--- config.mk ---
export PLATFORM = sky130hd
export DESIGN_NAME = fp_div_ctrl
export DESIGN_NICKNAME = d
export VERILOG_FILES = /design/src/rtl/fp_div_pkg.sv /design/src/rtl/fp_class.sv /design/src/rtl/fp_div_ctrl.sv
export SDC_FILE = /design/constraint.sdc
export NUM_CORES = 1
export LEC_CHECK = 0
export ABC_AREA = 1
export CAP_MARGIN = 20
export CORE_ASPECT_RATIO = 1.2
export CORE_MARGIN = 4
export CORE_UTILIZATION = 37
export DETAILED_ROUTE_END_ITERATION = 7
export PLACE_DENSITY = 0.73
export SKIP_CTS_REPAIR_TIMING = 1
export SYNTH_ARGS = -nofsm -noshare
export SYNTH_HDL_FRONTEND = slang
export SYNTH_SLANG_ARGS = --single-unit
export TNS_END_PERCENT = 20
--- constraint.sdc ---
create_clock -name in_Clk -period 3.35 [get_ports in_Clk]
set_input_delay 0.67 -clock in_Clk [delete_from_list [all_inputs] [get_ports in_Clk]]
set_output_delay 0.67 -clock in_Clk [all_outputs]
set_load 0.02 [all_outputs]
--- src/rtl/fp_div_pkg.sv ---
// rtl/fp_div_pkg.sv - shared types and constants for the FDIV issue/writeback controller
package fp_div_pkg;

    typedef enum logic [2:0] {
        ST_IDLE,
        ST_ISSUE,
        ST_WAIT_HI,
        ST_WAIT_LO,
        ST_RESP
    } state_t;

    localparam logic [31:0] CANON_NAN = 32'h7FC0_0000;

    localparam int FLAGS_W = 5;
    localparam int FLAG_NV = 4;
    localparam int FLAG_DZ = 3;
    localparam int FLAG_OF = 2;
    localparam int FLAG_UF = 1;
    localparam int FLAG_NX = 0;

    typedef struct packed {
        logic zero;
        logic inf;
        logic qnan;
        logic snan;
    } fp_cls_t;

    // Exception flags known before the divide runs; OF/UF/NX are never raised here.
    function automatic logic [FLAGS_W-1:0] div_flags(input fp_cls_t a, input fp_cls_t b);
        logic [FLAGS_W-1:0] f;
        f          = '0;
        f[FLAG_NV] = a.snan | b.snan | (a.zero & b.zero) | (a.inf & b.inf);
        f[FLAG_DZ] = b.zero & ~(a.zero | a.inf | a.qnan | a.snan);
        f[FLAG_OF] = 1'b0;
        f[FLAG_UF] = 1'b0;
        f[FLAG_NX] = 1'b0;
        return f;
    endfunction

endpackage

--- src/rtl/fp_class.sv ---
// rtl/fp_class.sv - classifies a single-precision magnitude as zero, inf, qNaN or sNaN
module fp_class
    import fp_div_pkg::*;
(
    input  logic [30:0] mag,
    output fp_cls_t     cls
);

    logic exp_max;
    logic frac_nz;

    assign exp_max  = &mag[30:23];
    assign frac_nz  = |mag[22:0];

    assign cls.zero = ~|mag;
    assign cls.inf  = exp_max & ~frac_nz;
    assign cls.qnan = exp_max & mag[22];
    assign cls.snan = exp_max & frac_nz & ~mag[22];

endmodule

--- src/rtl/fp_div_ctrl.sv ---
// rtl/fp_div_ctrl.sv - single-outstanding FDIV controller between decode, divider and writeback
module fp_div_ctrl
    import fp_div_pkg::*;
#(
    parameter int RD_W    = 5,
    parameter int TIMEOUT = 15
) (
    input  logic               in_Clk,
    input  logic               in_Rst,
    input  logic               in_req_valid,
    output logic               out_req_ready,
    input  logic [31:0]        in_numA,
    input  logic [31:0]        in_numB,
    input  logic [RD_W-1:0]    in_rd,
    input  logic               in_flush,
    output logic               out_div_start,
    output logic [31:0]        out_div_numA,
    output logic [31:0]        out_div_numB,
    input  logic               in_div_stall,
    input  logic [31:0]        in_div_result,
    output logic               out_wb_valid,
    input  logic               in_wb_ready,
    output logic [RD_W-1:0]    out_wb_rd,
    output logic [31:0]        out_wb_data,
    output logic [FLAGS_W-1:0] out_wb_flags,
    output logic               out_busy
);

    localparam logic [3:0] TO_LAST = 4'(TIMEOUT - 1);

    state_t     state;
    state_t     state_nxt;
    logic       accept;
    logic       timeout;
    logic       kill;
    logic       kill_now;
    logic [3:0] to_cnt;
    fp_cls_t    cls_a;
    fp_cls_t    cls_b;

    fp_class u_cls_a (.mag(in_numA[30:0]), .cls(cls_a));
    fp_class u_cls_b (.mag(in_numB[30:0]), .cls(cls_b));

    always_ff @(posedge in_Clk or posedge in_Rst) begin
        if (in_Rst) begin
            state <= ST_IDLE;
        end else begin
            state <= state_nxt;
        end
    end

    // A killed op still waits for the divider to drop stall before going idle.
    always_comb begin
        state_nxt = state;
        accept    = 1'b0;
        timeout   = 1'b0;
        kill_now  = kill | in_flush;
        case (state)
            ST_IDLE: begin
                if (in_req_valid && !in_flush) begin
                    accept    = 1'b1;
                    state_nxt = ST_ISSUE;
                end
            end
            ST_ISSUE: begin
                state_nxt = ST_WAIT_HI;
            end
            ST_WAIT_HI: begin
                if (in_div_stall) begin
                    state_nxt = ST_WAIT_LO;
                end else if (to_cnt == TO_LAST) begin
                    timeout   = 1'b1;
                    state_nxt = kill_now ? ST_IDLE : ST_RESP;
                end
            end
            ST_WAIT_LO: begin
                if (!in_div_stall) begin
                    state_nxt = kill_now ? ST_IDLE : ST_RESP;
                end
            end
            ST_RESP: begin
                if (in_wb_ready || in_flush) begin
                    state_nxt = ST_IDLE;
                end
            end
            default: begin
                state_nxt = ST_IDLE;
            end
        endcase
    end

    always_ff @(posedge in_Clk or posedge in_Rst) begin
        if (in_Rst) begin
            out_div_numA <= '0;
            out_div_numB <= '0;
            out_wb_rd    <= '0;
            out_wb_flags <= '0;
            out_wb_data  <= '0;
            to_cnt       <= '0;
            kill         <= 1'b0;
        end else begin
            if (accept) begin
                out_div_numA <= in_numA;
                out_div_numB <= in_numB;
                out_wb_rd    <= in_rd;
                out_wb_flags <= div_flags(cls_a, cls_b);
            end
            if (state == ST_ISSUE) begin
                to_cnt <= '0;
            end else if (state == ST_WAIT_HI && !in_div_stall && !timeout) begin
                to_cnt <= to_cnt + 4'd1;
            end
            if (state == ST_WAIT_LO && !in_div_stall) begin
                out_wb_data <= in_div_result;
            end
            // Divider never went busy: answer with the canonical NaN as invalid.
            if (timeout) begin
                out_wb_data           <= CANON_NAN;
                out_wb_flags[FLAG_NV] <= 1'b1;
            end
            if (in_flush && (state == ST_ISSUE || state == ST_WAIT_HI || state == ST_WAIT_LO)) begin
                kill <= 1'b1;
            end
            if (state_nxt == ST_IDLE) begin
                kill <= 1'b0;
            end
        end
    end

    assign out_req_ready = (state == ST_IDLE);
    assign out_div_start = (state == ST_ISSUE);
    assign out_wb_valid  = (state == ST_RESP);
    assign out_busy      = (state != ST_IDLE);

endmodule

==> results of run 1 <==
[synth_stat cells, drive strengths merged]
cell type  count
a22o          23
clkinv         1
buf           18
nor3           6
nand4          5
ha             2
inv           24
nand2        240
o22ai          2
o22a           9
and3           1
nor2          54
clkbuf         4
dfrtp        111
a21oi          3
o21ai         10
nand3          5
o31ai          1
conb           1
[report_power, final]
group,internal [W],switching [W]
logic,0.00146,0.00158
clock network,0.000521,0.000466
registers,0.00194,0.000352
total,0.00392,0.00240
[cells by family after synthesis]
kind of cell / synth area share [%]
flops: 59.95
fa+ha+maj: 0.5400
simple gates: 26.25
other cells: 0.08094
buf+inv: 5.293
compound gates: 7.885
[through the flow]
| stage | area, µm² | setup slack [ps] |
|---|---|---|
| finish | 7178 | 740.8 |
| global route | 7178 | 578.3 |
| CTS | 7178 | 739.1 |
| detailed placement | 6904 | 922.5 |
| floorplan | 4644 | 1337 |
| global placement | 6904 | 974.9 |
[sequential cells by signal, indices dropped and copies added (netlist names)]
name and flops:
out_div_numA 32, out_div_numB 32, out_wb_data 32, out_wb_rd 5, to_cnt 4, state 3
out_wb_flags 2, kill 1
[cell type report]
class | instances | area [µm²]
timing repair buffer | 220 | 2210
sequential | 111 | 2778
clock inverter | 5 | 35.03
tap | 161 | 201.4
clock buffer | 10 | 239.0
inverter | 25 | 97.59
fill | 1092 | 4989
multi-input combinational | 364 | 1618
[tightest hold or removal path: stages (launching register included)]
cell,delay (ps)
dfrtp_1,350
nand2_1,60
nand2_1,50
[layer usage]
metal / vias up / routed length [µm] / GRT usage [%] / share of wire (%)
li1: 2060 / - / - / -
met1: 1978 / 5415 / 23.58 / 40
met2: 185 / 6502 / 31.43 / 48
met3: 19 / 1398 / 5.749 / 10
met4: 0 / 213 / 5.362 / 1.6
met5: - / 0 / 0 / 0
[how the worst min path moves through the flow]
| stage | startpoint | end | depth (start not counted) | slack, ps |
|---|---|---|---|---|
| 2_1_floorplan | kill | kill | 2 | 500 |
| 3_3_place_gp | out_div_numA[21] | out_div_numA[21] | 2 | 460 |
| 3_5_place_dp | out_div_numA[15] | out_div_numA[15] | 2 | 460 |
| 4_1_cts | out_div_numB[27] | out_div_numB[27] | 2 | 480 |
| 5_1_grt | out_div_numB[6] | out_div_numB[6] | 2 | 500 |
| 6_report | out_div_numB[24] | out_div_numB[24] | 2 | 480 |
==> results.ini, run 1 <==
[outcome]
status=finished, final reports clean

[logic_synthesis]
synth.cell_area_um2=4633
ys_warn_count=0
yosysTopAreaCell=dfrtp_1
synth_area_leaders=dfrtp_1 60%, nand2_1 19%, a22o_1 4.3%
yosys.area.top_type_share_pct=59.95
ys_ff_latch=111
synth.distinct_cells=26
yosysSeqAreaShare_pct=59.95
synthCells=520
syn_area_per_cell_um2=8.910

[finish]
final_common_cell=nand2_1
drive_above_1_share_pct=3.946
fin_nets=840
syn_to_final_growth_pct=54.93
fin_cells=896
fin_util_pct=59.00
final_cell_mix=239 x nand2_1, 213 x clkdlybuf4s50_1, 111 x dfrtp_1
n_antenna_cell=0

[setup_path]
start_kind=register
crit_family=buffers and inverters
worst_ep_arrival_time_ps=1940
critPathMaxFanout=4
endpoint_kind=output pin
crit_type=register to output pin
cp_num_buf_inv=3
slowest_delay_ps=660
crit_required_ps=2680
worstPathCellList=inv_1, nor2_1, inv_1, nor2_1, clkdlybuf4s50_1
r2r_setup_slack_ps=1520
worstReg2RegStart=state[1]
worstReg2RegEnd=kill
worstSetupEndpoint=out_div_start
cpMaxStageDelayCell=clkdlybuf4s50_1
reg2reg_depth=8
worst-path-stages=5
crit_start=state[0]

[clocking]
cts.sinks=111
cts_root_buf=clkbuf_16
clockBufferDepth=2
clk_pin_slew_ps=70
clk_latency_ps=340
tritoncts.num_buffers=9
htree_num_levels=3
cts_tree=done

[power_and_ir_drop]
ir_drop_v=0.0004505
powerDensity_nw_per_um2=879.8
totalPowerFinal_w=0.006315
p_leak_nw=3.379

[min_path]
hp-class=register to register

[timing]
slew_viol_final=0
worstMarginPinSlew_ps=807.6
min_period_ps=2609
rsz0062_at_grt=no
clock.fmax_mhz=383.3
setup_viol=0
slew_headroom_pct=46.05
hold_viol_final=0
whs_ps=476.9
period_share_pct=77.89
fin_setup_tns_ps=0
finClkSkew_ps=5.997

[global_routing]
grt_start_max_net_pins=78
grtUsageTotal_pct=18.80
grt_pass1_wl_mm=21.25
overflow=0
antenna_found_initial=0
grt_pass1_vias=4333

[die]
die_w_um=110.2
pin_count=217
core-area_um2=12170
die_h_um=130.6
row_count=44
die-area_um2=14380
start_util_pct=38.08

[routing]
postRouteAntennaNets=0
wire_per_inst_um=15.10
dr.pass1.iters=6
drc=0
first_iter_violations=266
vias_per_cell=4.734
via_count=4242
wl_mm=13.53

[place]
dp_cells=881
place.port_buffers=213
hpwl_mm=10.31
gp_congestion=0.8627

[run]
drv_cap=0

No activity file was read; power rests on OpenSTA's default activity.
==> run 2, diff against run 1 <==
Clock period 3.35 ns to 2.4 ns, I/O delays scaled along.
==> run 2 against run 1 <==
  * Sequential share of layout area is 0.39 points lower
  * Global-route usage is 0.27 points lower
  * Clock-buffer cell count stayed put
  * Non-clock buffer count stayed put
  * Clock power is 64% higher
==> results.ini, run 2 (synthesis gave the netlist of run 1 again) <==
[outcome]
status=finished, final reports clean

[finish]
fin_cells=897  ; +0.11%
syn_to_final_growth_pct=56.52
fin_nets=840  ; unchanged
seqCellArea_um2=2778  ; unchanged
multi_input_area_um2=1618  ; unchanged
drive_above_1_share_pct=4.076  ; +0.13 points
n_fill_cell=1056  ; -3.3%
final_cell_mix=239 x nand2_1, 212 x clkdlybuf4s50_1, 111 x dfrtp_1
reg_top3=out_div_numA: 32 flops, out_div_numB: 32 flops, out_wb_data: 32 flops
finalInstanceArea_um2=7252  ; +1.0%
n_antenna_cell=0  ; unchanged
final_common_cell=nand2_1

[setup_path]
cpMaxStageDelayCell=clkdlybuf4s50_1
crit_family=buffers and inverters
start_kind=register
reg2reg_depth=8  ; unchanged
r2r_setup_slack_ps=630  ; -890 ps
crit_type=register to output pin
worstPathCellList=nor2_2, nand2_1, inv_2, clkdlybuf4s50_1
critPathMaxFanout=6  ; +2
worstReg2RegEnd=out_div_numB[27]
cp_num_buf_inv=2  ; -1
crit_required_ps=1920  ; -760 ps
endpoint_kind=output pin
worstReg2RegStart=state[1]
worst_ep_arrival_time_ps=1800  ; -140 ps
slowest_delay_ps=610  ; -50 ps
crit_start=state[1]

[routing]
first_iter_violations=221  ; -17%
postRouteAntennaNets=0  ; unchanged
wire_per_inst_um=14.99  ; -0.71%
vias_per_cell=4.670  ; -1.4%
dr.pass1.iters=4  ; -2
via_count=4189  ; -1.2%
wl_mm=13.45  ; -0.60%
drc=0  ; unchanged

[die]
core-area_um2=12170  ; unchanged
row_count=44  ; unchanged
pin_count=217  ; unchanged
die_h_um=130.6  ; unchanged
die_w_um=110.2  ; unchanged
start_util_pct=38.08  ; unchanged
die-area_um2=14380  ; unchanged

[clocking]
cts_root_buf=clkbuf_16
clk_latency_ps=340  ; about the same
clockBufferDepth=2  ; unchanged
cts.sinks=111  ; unchanged
clk_pin_slew_ps=70  ; about the same
tritoncts.num_buffers=9  ; unchanged
htree_num_levels=3  ; unchanged
cts_tree=done

[global_routing]
grt_pass1_vias=4221  ; -2.6%
grt_pass1_wl_mm=20.93  ; -1.5%
grtUsageTotal_pct=18.53  ; -0.27 points
overflow=0  ; unchanged
grt_start_max_net_pins=78  ; unchanged
antenna_found_initial=0  ; unchanged

[timing]
clock.fmax_mhz=438.5
period_share_pct=95.03
worstMarginPinSlew_ps=704.5  ; -103.1 ps
setup_ws_ps=119.3  ; -621.5 ps
hold_viol_final=0  ; unchanged
finClkSkew_ps=9.162  ; +3.166 ps
setup_viol=0  ; unchanged
rsz0062_at_grt=no
min_period_ps=2281
fin_setup_tns_ps=0  ; unchanged
slew_viol_final=0  ; unchanged
slew_headroom_pct=52.98  ; +6.9 points

[place]
dp_cells=881  ; unchanged
gp_congestion=0.8584  ; -0.50%
place.port_buffers=213  ; unchanged
place_area_um2=6917  ; +0.18%
place_ws_ps=323.8  ; -598.6 ps
hpwl_mm=10.12  ; -1.8%

[power_and_ir_drop]
ir_drop_v=0.0005156  ; +14%
powerDensity_nw_per_um2=1249  ; +42%
p_leak_nw=3.426  ; +1.4%
totalPowerFinal_w=0.009057  ; +43%

[run]
drv_cap=0  ; unchanged

[min_path]
hp-class=register to register
worstHoldEndpoint=out_div_numA[16]
min-delay-start=out_div_numA[16]
hold_path_depth=2  ; unchanged

## run 2: changes by cell type in the layout (fill, tap and decap cells not counted), sizes merged
cell and change:
clkinv -1, bufinv +2, clkdlybuf4s50 -1, dlymetal6s2s +1
## run 2: layout make-up
class	instances	share of cell area, %
Clock buffer	10	3.295
Clock inverter	6	1.294
Timing Repair Buffer	220	30.68
Sequential cell	111	38.30
Multi-Input combinational cell	364	22.31
Inverter	25	1.346
Tap cell	161	2.778
## run 2: worst min-delay path: cells and delay by family (launching register included)
kind | cells | cell delay, ps
flip-flops | 1 | 340
AND/OR/NAND/NOR | 2 | 100
## run 2: how the worst max path moves through the flow
stage / endpoint / slack (ps) / cells past startpoint
6_report: out_req_ready / 120 / 4
5_1_grt: out_req_ready / 60 / 4
4_1_cts: out_div_start / -50 / 5
3_5_place_dp: out_wb_flags[4] / 320 / 12
3_3_place_gp: out_wb_flags[4] / 340 / 12
2_1_floorplan: kill / 580 / 1
## run 2: power by group
part / switching (W) / internal, W
clock network: 0.000668 / 0.000949
registers: 0.000483 / 0.00271
logic: 0.00220 / 0.00204
## run 2: routing by layer
metal	vias up	track usage [%]	part of all wire [%]
li1	2066	-	-
met3	14	5.258	9.9
met2	169	31.11	48
met1	1940	22.85	40
met5	-	0	0
met4	0	6.522	1.5
## run 2: per-stage QoR
step                util (%)  hold WS [ps]
floorplan                  -         495.9
global placement       56.85         456.8
detailed placement     56.85         461.9
CTS                    59.58         478.1
global route           59.61         503.9
finish                 59.61         473.1
==> run 3, diff against run 2 <==
Settings changed: CAP_MARGIN 20 to 10.
==> results of run 3 <==
Final layout, timing and power as in run 2 (identical DEF).
